### src/rtl/rr_arb_pkg.sv
// Shared types and helpers for the round-robin burst arbiter.
// Holds the FSM state encoding and the owner-index sizing rule.
package rr_arb_pkg;

    typedef enum logic {IDLE, GRANT} arb_state_e;

    localparam int MAX_REQ = 16;

    function automatic int idx_w(input int n);
        return (n < 2) ? 1 : $clog2(n);
    endfunction

    typedef logic [idx_w(MAX_REQ)-1:0] owner_t;

endpackage

### src/rtl/rr_pick.sv
// Combinational round-robin picker: first unmasked request at or
// after the start index, wrapping modulo N.
module rr_pick
    import rr_arb_pkg::*;
#(
    parameter int N  = 4,
    parameter int IW = idx_w(N)
) (
    input  logic [N-1:0]  req,
    input  logic [IW-1:0] start,
    input  logic [N-1:0]  excl,
    output logic          found,
    output logic [IW-1:0] index
);

    logic [N-1:0] cand;
    int           s;

    always_comb begin
        cand  = req & ~excl;
        found = 1'b0;
        index = '0;
        s     = 0;
        // Walk from the far end so the nearest candidate wins last.
        for (int k = N - 1; k >= 0; k--) begin
            s = int'(start) + k;
            if (s >= N) s = s - N;
            if (cand[s]) begin
                found = 1'b1;
                index = IW'(s);
            end
        end
    end

endmodule

### src/rtl/rr_burst_arbiter.sv
// Burst-granularity round-robin arbiter in front of a valid/ready
// resource, with per-burst beat counting and a stall watchdog.
module rr_burst_arbiter
    import rr_arb_pkg::*;
#(
    parameter int N_REQ   = 4,
    parameter int LEN_W   = 4,
    parameter int TIMEOUT = 64
) (
    input  logic                     clk,
    input  logic                     rst_n,
    input  logic [N_REQ-1:0]         req,
    input  logic [N_REQ*LEN_W-1:0]   req_len,
    output logic [N_REQ-1:0]         gnt,
    output logic [$clog2(N_REQ)-1:0] owner_id,
    output logic                     busy,
    output logic                     res_valid,
    input  logic                     res_ready,
    output logic                     burst_done,
    output logic                     abort
);

    localparam int IW = idx_w(N_REQ);
    localparam int WW = $clog2(TIMEOUT);
    localparam logic [N_REQ-1:0] ONE = N_REQ'(1);
    localparam logic [WW-1:0] WD_HIT = WW'(TIMEOUT - 1);

    arb_state_e        state_q, state_d;
    logic [IW-1:0]     owner_q, owner_d;
    logic [IW-1:0]     ptr_q, ptr_d;
    logic [N_REQ-1:0]  gnt_q, gnt_d;
    logic [LEN_W-1:0]  beats_q, beats_d;
    logic [WW-1:0]     wd_q, wd_d;

    logic              req_own;
    logic              beat;
    logic              last;
    logic              drop;
    logic              wd_hit;
    logic [IW-1:0]     nxt_ptr;

    logic [IW-1:0]     pick_start;
    logic [N_REQ-1:0]  pick_excl;
    logic              pick_found;
    logic [IW-1:0]     pick_idx;
    logic [LEN_W-1:0]  pick_len;

    assign busy       = (state_q == GRANT);
    assign req_own    = req[owner_q];
    assign res_valid  = busy & req_own;
    assign beat       = res_valid & res_ready;
    assign drop       = busy & ~req_own;
    assign last       = beat & (beats_q == '0);
    assign wd_hit     = res_valid & ~beat & (wd_q == WD_HIT);
    assign burst_done = last;
    assign abort      = drop | wd_hit;

    assign gnt      = gnt_q;
    assign owner_id = owner_q;

    assign nxt_ptr = (owner_q == IW'(N_REQ - 1)) ? '0
                   : owner_q + 1'b1;

    // The one picker serves both IDLE arbitration and the
    // zero-bubble hand-over on a last beat (owner excluded).
    assign pick_start = busy ? nxt_ptr : ptr_q;
    assign pick_excl  = busy ? (ONE << owner_q) : '0;
    assign pick_len   = req_len[pick_idx*LEN_W +: LEN_W];

    rr_pick #(
        .N  (N_REQ),
        .IW (IW)
    ) u_pick (
        .req   (req),
        .start (pick_start),
        .excl  (pick_excl),
        .found (pick_found),
        .index (pick_idx)
    );

    always_comb begin
        state_d = state_q;
        owner_d = owner_q;
        ptr_d   = ptr_q;
        gnt_d   = gnt_q;
        beats_d = beats_q;
        wd_d    = wd_q;
        unique case (state_q)
            IDLE: begin
                if (pick_found) begin
                    state_d = GRANT;
                    owner_d = pick_idx;
                    gnt_d   = ONE << pick_idx;
                    beats_d = pick_len;
                    wd_d    = '0;
                end
            end
            GRANT: begin
                if (drop || wd_hit) begin
                    state_d = IDLE;
                    gnt_d   = '0;
                    ptr_d   = nxt_ptr;
                    wd_d    = '0;
                end else if (last) begin
                    ptr_d = nxt_ptr;
                    wd_d  = '0;
                    if (pick_found) begin
                        owner_d = pick_idx;
                        gnt_d   = ONE << pick_idx;
                        beats_d = pick_len;
                    end else begin
                        state_d = IDLE;
                        gnt_d   = '0;
                    end
                end else if (beat) begin
                    beats_d = beats_q - 1'b1;
                    wd_d    = '0;
                end else if (wd_q != '1) begin
                    wd_d = wd_q + 1'b1;
                end
            end
            default: state_d = IDLE;
        endcase
    end

    always_ff @(posedge clk or negedge rst_n) begin
        if (!rst_n) begin
            state_q <= IDLE;
            owner_q <= '0;
            ptr_q   <= '0;
            gnt_q   <= '0;
            beats_q <= '0;
            wd_q    <= '0;
        end else begin
            state_q <= state_d;
            owner_q <= owner_d;
            ptr_q   <= ptr_d;
            gnt_q   <= gnt_d;
            beats_q <= beats_d;
            wd_q    <= wd_d;
        end
    end

endmodule

### config.mk
export PLATFORM = sky130hd
export DESIGN_NAME = rr_burst_arbiter
export DESIGN_NICKNAME = d
export VERILOG_FILES = /design/src/rtl/rr_arb_pkg.sv /design/src/rtl/rr_pick.sv /design/src/rtl/rr_burst_arbiter.sv
export SDC_FILE = /design/constraint.sdc
export NUM_CORES = 1
export LEC_CHECK = 0
export BUFFER_PORTS_ARGS = -buffer_cell sky130_fd_sc_hd__buf_4
export CORE_ASPECT_RATIO = 1.2
export CORE_UTILIZATION = 40
export DETAILED_ROUTE_END_ITERATION = 12
export HOLD_SLACK_MARGIN = 0.1
export PLACE_DENSITY = 0.68
export SLEW_MARGIN = 20
export SYNTH_ARGS = -nofsm -noshare
export SYNTH_HDL_FRONTEND = slang
export SYNTH_HIERARCHICAL = 1
export SYNTH_SLANG_ARGS = --single-unit
### constraint.sdc
create_clock -name clk -period 7.3 [get_ports clk]
set_clock_uncertainty 0.15 [all_clocks]
set_input_delay 0 -clock clk [delete_from_list [all_inputs] [get_ports clk]]
set_output_delay 0 -clock clk [all_outputs]
set_load 0.1 [all_outputs]
# Word-level counts from Yosys, hierarchy flattened
# Index checks and enable logic that the tools add are counted.
classes:
  reduce_logical: 8
  mux: 55
  n_eq_ne: 9
  shift: 3
  n_lt_le_gt_ge: 9
  n_addsub: 10
  n_bitwise: 12
ops:
  columns: ["op", "count"]
  rows:
  - ["< comparator 32 x 4 -> 1 bit, second input constant", 4]
  - ["two-way mux 32 bit", 4]
  - ["greater-or-equal comparator 32 x 4 -> 1 bit, second input constant", 3]
  - ["subtractor 32 x 4 -> 32 bit, second input constant", 3]
  - ["two-way mux 4 bit", 9]
  - ["two-way mux 6 bit", 5]
  - ["two-way mux 2 bit", 11]
  - ["two-way mux 1 bit", 16]
  - ["one-hot mux 4 bit (2 select lines)", 2]
  - ["indexed part select 16 x 5 -> 4 bit", 1]
  - ["one-hot mux 6 bit (2 select lines)", 1]
  - ["binary-select mux 1 bit (select 2 bit)", 5]
  - ["AND reduction 2 bit", 5]
  - ["<< shifter 1 x 2 -> 4 bit, first input constant", 2]
  - ["adder 2 x 2 -> 3 bit, second input constant", 2]
  - ["adder 6 x 1 -> 6 bit, second input constant", 1]
  - ["bitwise AND 1 bit", 6]
  - ["equality test 6 bit, second input constant", 1]
  - ["!= test 2 bit, second input constant", 3]
  - ["!= test 3 x 2 -> 1 bit, second input constant", 2]
  - ["!= test 6 bit, second input constant", 1]
  - ["!= test 5 x 2 -> 1 bit, second input constant", 1]
  - ["bitwise AND 4 bit", 1]
  - ["logical NOT 4 bit", 1]
  - ["14 further kinds", 16]
word_totals:
  out_inout_bits: 10
  ff_bits: 19

# Logic depth before layout (Yosys ltp)
# Gate-level depths: netlist (run 1).
depth:
  ltp_word: 18
  mapped_depth: 11
  depth_no_buf: 10

# Modules after synthesis
# Netlist (run 1), hierarchy kept.
modules_own_cells:
  columns: ["mod", "area_per_inst_um2", "cells_each", "instances", "seq_area_each_um2"]
  rows:
  - ["rr_burst_arbiter", 1246.2, 122, 1, 475.5]
  - ["rr_pick", 117.6, 15, 1, 0.0]

# Worst setup path after synthesis (run 1)
# Ideal clock, no wire load.
synth_path:
  kind: "register -> register"
  start: "register owner_q[0], in the netlist owner_id[0]"
  end: "register beats_q[3]"
  t_required_ns: 7.023
  arrival_ns: 3.444
  slack_ns: 3.579
  stages_incl_launch_ff: 12
  n_path_buf: 1
  cell_sequence: "dfrtp_1 inv_1 ha_1 mux2_2 and3b_1 o21a_1 nor4_1 buf_2 mux4_2 mux2i_1 o21ai_0 o21bai_1"
synth_via:
  elab_chain_len: 18
synth_rtl:
  columns: ["element", "line_no", "rtl"]
  rows:
  - ["from (decl)", "rr_burst_arbiter.sv:29", "logic [IW-1:0] owner_q, owner_d;"]
  - ["from (signal assigned)", "rr_burst_arbiter.sv:136", "owner_q <= owner_d;"]
  - ["adder 2 x 1 -> 2 bit or equality test 2 bit (tied branches)", "rr_burst_arbiter.sv:62, rr_burst_arbiter.sv:61", null]
  - ["two-way mux 2 bit (*)", "rr_burst_arbiter.sv:61", "assign nxt_ptr = (owner_q == IW'(N_REQ - 1)) ? '0"]
  - ["via nxt_ptr[1]", "rr_burst_arbiter.sv:40", "logic [IW-1:0] nxt_ptr;"]
  - ["two-way mux 2 bit (*)", "rr_burst_arbiter.sv:66", "assign pick_start = busy ? nxt_ptr : ptr_q;"]
  - ["via pick_start[1]", "rr_burst_arbiter.sv:42", "logic [IW-1:0] pick_start;"]
  - ["adder 2 x 2 -> 3 bit", "rr_pick.sv:26", "s = int'(start) + k;"]
  - ["subtractor 32 x 4 -> 32 bit or greater-or-equal comparator 32 x 4 -> 1 bit (tied branches)", "rr_pick.sv:27", "if (s >= N) s = s - N;"]
  - ["two-way mux 32 bit", "rr_pick.sv:27", null]
  - ["(+3 left out)", null, null]
  - ["two-way mux 2 bit (3 in series)", "rr_pick.sv:28", "if (cand[s]) begin"]
  - ["two-way mux 2 bit (*)", "rr_pick.sv:28", null]
  - ["via pick_idx[0]", "rr_burst_arbiter.sv:45", "logic [IW-1:0] pick_idx;"]
  - ["indexed part select 16 x 5 -> 4 bit (*)", "rr_burst_arbiter.sv:68", "assign pick_len = req_len[pick_idx*LEN_W +: LEN_W];"]
  - ["two-way mux 4 bit (*)", "rr_burst_arbiter.sv:90, rr_burst_arbiter.sv:107", null]
  - ["two-way mux 4 bit", "rr_burst_arbiter.sv:104", "end else if (last) begin"]
  - ["two-way mux 4 bit", "rr_burst_arbiter.sv:99", "if (drop || wd_hit) begin"]
  - ["one-hot mux 4 bit (2 select lines) (*)", "rr_burst_arbiter.sv:88", "unique case (state_q)"]
  - ["to (signal assigned)", "rr_burst_arbiter.sv:139", "beats_q <= beats_d;"]
  - ["to (decl)", "rr_burst_arbiter.sv:32", "logic [LEN_W-1:0] beats_q, beats_d;"]
# Mark *: on every way through the listed nets, which the timed path passes. The rest lies on a longest branch. The select of a mux whose other input is x is not followed.
# A chain may end at the register's enable or synchronous reset.

# Final worst setup path (run 1)
layout_path:
  start: "register owner_q[0], in the netlist owner_id[0]"
  end: "register beats_q[0]"
# Same word-level chain as after synthesis.

==> results of run 1 <==
-- report_power, final --
group | total [mW] | switching, mW | internal, mW
Combinational | 0.572 | 0.359 | 0.213
Clock | 0.0533 | 0.0320 | 0.0213
Sequential | 0.185 | 0.0411 | 0.144
-- state kept, by name, indices dropped and copies added, names as in the netlist --
register  flops
wd_q          6
owner_id      2
gnt           4
ptr_q         2
beats_q       4
busy          1
-- final timing paths --
| check | startpoint | to | slack (ns) | cells past startpoint |
|---|---|---|---|---|
| min in group asynchronous | rst_n | wd_q[5] | 0.74 | 3 |
| min reg2reg | gnt[1] | gnt[1] | 0.36 | 1 |
| max in group asynchronous | rst_n | owner_id[0] | 5.72 | 3 |
| min | req_len[10] | beats_q[2] | 0.12 | 4 |
| max | owner_id[0] | beats_q[0] | 3.92 | 10 |
| max reg2reg | owner_id[0] | beats_q[0] | 3.92 | 10 |
-- through the flow --
step                utilization (%)  hold slack [ns]  worst slack, ns
CTS                            52.9            0.116             3.90
global placement               51.1           -0.262             4.08
finish                         52.9            0.123             3.92
floorplan                         -           -0.446             3.58
detailed placement             51.1           -0.258             3.93
global route                   52.9            0.148             3.66
-- final cells by class --
class	instances	area share, %
clock buffers	4	1.57
flip-flops and latches	19	28.4
inverters	11	2.47
repair buffers	36	16.6
multi-input cells	101	48.3
well taps	36	2.69
-- kinds of logic (layout without fill, tap and decap cells) --
kind of cell	after synthesis	after routing	synth area share, %
mux	13	13	14.5
simple gates	45	45	19.1
flops	19	19	34.9
xor+xnor	2	2	1.28
buf+inv	17	51	5.87
fa+ha+maj	6	6	5.50
compound gates	35	35	18.9
-- per-layer routing --
| metal | vias up | wire length (µm) | part of all wire, % | global-route usage (%) |
|---|---|---|---|---|
| met3 | 2 | 121 | 3.9 | 2.15 |
| met5 | - | 0 | 0 | 0 |
| li1 | 572 | - | - | - |
| met1 | 563 | 1420 | 45 | 21.5 |
| met2 | 34 | 1560 | 50 | 33.0 |
| met4 | 0 | 22 | 0.70 | 7.81 |
-- repair_timing --
action	4_1_cts	5_1_grt
gates resized for setup	0	0
hold buffers	3	0
endpoints found under the hold margin	25	0
-- synth_stat cells (2+ instances only) --
| cell type | number |
|---|---|
| dfrtp_1 | 19 |
| inv_1 | 11 |
| nand2_1 | 9 |
| nor2_1 | 7 |
| ha_1 | 6 |
| mux4_2 | 5 |
| nand3_1 | 5 |
| o21ai_0 | 5 |
| and2_1 | 4 |
| mux2_2 | 4 |
| mux2i_1 | 4 |
| a21oi_1 | 3 |
| clkbuf_1 | 3 |
| nand2b_1 | 3 |
| o22ai_1 | 3 |
| a2bb2oi_1 | 2 |
| and2_2 | 2 |
| buf_6 | 2 |
| nor3b_1 | 2 |
| nor4_1 | 2 |
| o21a_1 | 2 |
| o2bb2ai_1 | 2 |
| o31ai_1 | 2 |
| o32ai_1 | 2 |
| or2_2 | 2 |
| xor2_1 | 2 |
-- cells in the final DEF (no fill, tap or decap), types with 3 or more instances in the layout --
cell           synthesis  routed
mux2i_1                4       4
mux2_2                 4       4
a21oi_1                3       3
o21ai_0                5       5
inv_1                 11      11
ha_1                   6       6
clkbuf_4               0       3
buf_4                  0      33
and2_1                 4       4
nand2b_1               3       3
nand3_1                5       5
nor2_1                 7       7
dfrtp_1               19      19
mux4_2                 5       5
dlygate4sd3_1          0       3
o22ai_1                3       3
nand2_1                9       9
-- worst max-delay path, cell delays in order (launching register included) --
cell	delay, ns
dfrtp_1	0.49
inv_1	0.12
ha_1	0.32
mux2_2	0.31
and3b_1	0.21
or3b_1	0.37
a2bb2oi_1	0.50
mux4_2	0.41
nand2b_1	0.16
a21oi_1	0.16
o21ai_0	0.08
==> out/results.txt, run 1 <==
CTS tree: yes
Final Non-Filler Cells: 207
routed length per instance: 15.1 µm
ys async rst share: 100%
VDD IR-drop max: 0.484 mV
drt pass-1 iters: 5
CTS Buf Count: 3
vias in the first global route: 1189
Yosys top cell area share: 34.9%
status: finished, final reports clean
Critical Path AT: 3.43 ns
Synth Instances: 137
GRT Overall Usage: 18.1%
Synth cell types: 50
DRC: 0
Vias: 1171
hold crit path type: in -> reg
area of the multi-input gates: 808 µm²
Area contributors post-synth: dfrtp_1, mux4_2, ha_1
Final Total Pwr: 0.810 mW
Setup TNS: 0 ns
RSZ-0062 raised after global routing: no
Fin. Hold Viols: 0
FP Rows: 22
Post-DP HPWL: 2.40 mm
chip height: 66.0 µm
initial antenna violation count: 0
fin area: 1670 µm²
H-tree Lvls: 1
CP max FO: 7
Avg Cell Area, Syn: 9.95 µm²
die width: 55.3 µm
Post-synth EDFFs: 0
max-slew violations: 0
worst-margin pin slew: 1.02 ns
Yosys top cell by area: dfrtp_1
post-layout minimum cycle time: 3.38 ns
setup violators final: 0
clk slew on worst S/H paths: 0.11 ns
clk_lat worst skew: 0.29 ns
initial drt markers: 44
Mapped Area: 1360 µm²
core area: 3170 µm²
fill cell count: 300
Clock Tree Buf Depth: 2
die footprint: 3650 µm²
Reg area: 475 µm²
nets: 201
max_slew headroom: 31.9%
dpl cell area: 1620 µm²
I/O pin total: 33
Vias/cell: 5.66
number of synthesized register bits: 19
post-detailed-route count of antenna-violating nets: 0
Setup crit start kind: flip-flop
layout cells sized above 1: 32.7%
clk root buf: clkbuf_4
warning count from the yosys run: 6
IO Port Bufs: 32
Leakage: 0.780 nW
setup bufs post-CTS: 0
Max Cap Viol: 0
Area Overhead vs Synth: 22.8%
first-pass GRT wire length: 5.22 mm
final wirelength: 3.13 mm
Fmax achieved: 0.296 GHz
net count after synthesis: 166
# diodes: 0
Seq/Total Area, Yosys: 34.9%
clk sinks: 19
CP Capture Type: flip-flop
largest net degree at the start of global routing: 20
GRT overflow: 0
Initial Util: 43.1%
Main synth FF type: dfrtp_1
post-placement cell count: 200
Pwr per Cell Area: 484 nW/µm²
fin crit share: 46.4%
gpl congestion: 0.809
Critical Path RT: 7.34 ns
WS Path Type: reg -> reg
(Power assumes the default switching activity.)
==> run 2: changes to the inputs <==
--- a/config.mk
+++ b/config.mk
@@ -10,7 +10,7 @@
 export CORE_UTILIZATION = 40
 export DETAILED_ROUTE_END_ITERATION = 12
 export HOLD_SLACK_MARGIN = 0.1
-export PLACE_DENSITY = 0.68
+export PLACE_DENSITY = 0.7
 export SLEW_MARGIN = 20
 export SYNTH_ARGS = -nofsm -noshare
 export SYNTH_HDL_FRONTEND = slang
==> constraint.sdc (replaced) <==
create_clock -name clk -period 3 [get_ports clk]
set_clock_uncertainty 0.15 [all_clocks]
set_input_delay 0 -clock clk [delete_from_list [all_inputs] [get_ports clk]]
set_output_delay 0 -clock clk [all_outputs]
set_load 0.1 [all_outputs]
==> out/results.txt, run 2 (synthesis results as in run 1) <==
final wirelength: 3.27 mm (+4.7%)
GRT overflow: 0 (unchanged)
DRT met1 WL: 1.43 mm (+0.77%)
chip height: 66.0 µm (unchanged)
Final Non-Filler Cells: 214 (+3.4%)
Final Total Pwr: 2.20 mW (+170%)
core area: 3170 µm² (unchanged)
fill cell count: 290 (-3.3%)
reg2reg path depth: 11 (+1)
initial drt markers: 42 (-4.5%)
routed wl met3: 160 µm (+32%)
setup violators final: 0 (unchanged)
DRC: 0 (unchanged)
Worst Min Path Start: req_len[9]
Setup crit start kind: flip-flop
Critical Path RT: 3.05 ns (-4.29 ns)
die width: 55.3 µm (unchanged)
max_slew headroom: 42.4% (+11 points)
clk_lat worst skew: 0.30 ns (about the same)
Clk network pwr share: 5.9% (-0.7 points)
internal power: 1.08 mW (+190%)
fin area: 1810 µm² (+7.9%)
post-placement cell count: 202 (+1.0%)
met2 WL: 1.67 mm (+6.9%)
uppermost layer routed: met4
CTS Buf Count: 3 (unchanged)
# diodes: 0 (unchanged)
Hold Path End: beats_q[1]
Psw: 1.12 mW (+160%)
Clock Tree Buf Depth: 2 (unchanged)
Seq pwr share: 20.6% (-2.2 points)
WHS Path Cells: 4 (unchanged)
reg2reg end: beats_q[3]
Leakage: 0.830 nW (+6.4%)
clk slew on worst S/H paths: 0.11 ns (about the same)
I/O pin total: 33 (unchanged)
Pwr per Cell Area: 1220 nW/µm² (+150%)
worst-margin pin slew: 0.861 ns (-0.160 ns)
gpl congestion: 0.769 (-4.9%)
Fin. Hold Viols: 0 (unchanged)
Vias: 1232 (+5.2%)
worst r2r src: owner_id[0]
IO Port Bufs: 32 (unchanged)
Worst R2R Setup Slack: 0.05 ns (-3.86 ns)
VDD IR-drop max: 0.886 mV (+83%)
Area Overhead vs Synth: 32.5%
GRT Overall Usage: 18.7% (+0.60 points)
CP max FO: 7 (unchanged)
commonest non-fill, non-tap cells in the layout: buf_4, dfrtp_1, inv_1, nand2_1, nor2_1
max reg flops: 6 (unchanged)
largest net degree at the start of global routing: 20 (unchanged)
clk root buf: clkbuf_4
layout cells sized above 1: 40.4% (+7.7 points)
Max Cap Viol: 0 (unchanged)
FP Rows: 22 (unchanged)
Vias/cell: 5.76 (+1.8%)
initial antenna violation count: 0 (unchanged)
largest register by flop count: wd_q
status: finished, final reports clean
Fmax achieved: 0.340 GHz (+15%)
Sw Ratio: 50.9% (-2.5 points)
CTS tree: yes
vias in the first global route: 1226 (+3.1%)
worst hold slack: 0.106 ns (-0.0168 ns)
WS Path Type: reg -> reg
Comb pwr share: 73.5% (+2.9 points)
dpl cell area: 1680 µm² (+4.1%)
hold crit path type: in -> reg
RSZ-0062 raised after global routing: yes
Post-DP HPWL: 2.53 mm (+5.3%)
clk sinks: 19 (unchanged)
commonest non-fill, non-tap cell in the layout: buf_4
Initial Util: 43.1% (unchanged)
fin crit share: 98.2% (+52 points)
routed length per instance: 15.3 µm (+1.3%)
die footprint: 3650 µm² (unchanged)
first-pass GRT wire length: 5.44 mm (+4.4%)
max-slew violations: 0 (unchanged)
H-tree Lvls: 1 (unchanged)
CP Capture Type: flip-flop
drt pass-1 iters: 4 (-1)
nets: 208 (+3.5%)
post-layout util: 57.1% (+4.2 points)
Critical Path AT: 2.99 ns (-0.44 ns)
post-detailed-route count of antenna-violating nets: 0 (unchanged)
post-layout minimum cycle time: 2.95 ns (-0.439 ns)
[run 2: changes by cell type in the layout (fill, tap and decap cells not counted), sizes merged]
cell / delta
buf: +6
dlygate4sd3: +1
[run 2: worst max path at each step]
| stage | start | to | slack [ns] | cells after the start |
|---|---|---|---|---|
| 2_1_floorplan | owner_id[1] | beats_q[3] | 0.0002 | 11 |
| 3_3_place_gp | owner_id[0] | beats_q[0] | 0.04 | 11 |
| 3_5_place_dp | owner_id[0] | beats_q[0] | -0.006 | 11 |
| 4_1_cts | owner_id[0] | beats_q[0] | 0.03 | 11 |
| 5_1_grt | owner_id[0] | beats_q[3] | -0.09 | 11 |
| 6_report | owner_id[0] | beats_q[3] | 0.05 | 11 |
[run 2: per-stage QoR]
| stage | setup WS, ns | setup TNS, ns |
|---|---|---|
| 2_1_floorplan | 0.000238 | 0 |
| 3_3_place_gp | 0.0374 | 0 |
| 3_5_place_dp | -0.00588 | -0.00588 |
| 4_1_cts | 0.0283 | 0 |
| 5_1_grt | -0.0854 | -0.232 |
| 6_report | 0.0547 | 0 |
[run 2: power groups by stage]
stage / Clock (mW) / Combinational (mW) / Sequential [mW]
after floorplan: 0 / 0.921 / 0.717
after global placement: 0 / 1.47 / 0.452
after detailed placement: 0 / 1.51 / 0.461
after CTS: 0.136 / 1.53 / 0.456
after global routing: 0.143 / 1.73 / 0.468
final: 0.130 / 1.62 / 0.454
[run 2: repair_timing]
action | 4_1_cts | 5_1_grt
pin swaps | 0 | 1
gates resized for setup | 1 | 4
hold buffers | 4 | 0
setup endpoints to repair | 2 | 2
buffers inserted | 0 | 4
endpoints found under the hold margin | 25 | 0
[run 2: worst max-delay path, stage by stage, from the launching register on]
cell and delay [ns]:
dfrtp_4 0.54, inv_4 0.08, ha_4 0.19, mux2_4 0.28, and3b_1 0.18, o21a_1 0.19, nor4_4 0.19, buf_12 0.16
mux4_2 0.51, mux2i_1 0.15, o21ai_1 0.07, o21bai_1 0.15
[run 2: final cells by class]
class | count | area [µm²] | area share, %
Inverter | 11 | 46.3 | 2.56
Clock buffer | 4 | 26.3 | 1.45
Multi-Input combinational cell | 101 | 857 | 47.4
Sequential cell | 19 | 487 | 26.9
Timing Repair Buffer | 43 | 345 | 19.1
Tap cell | 36 | 45.0 | 2.49
[run 2: layer usage]
metal	global-route usage, %	up-vias
met1	23.4	605
met2	34.0	38
li1	-	587
met4	2.19	0
met5	0	-
met3	4.11	2
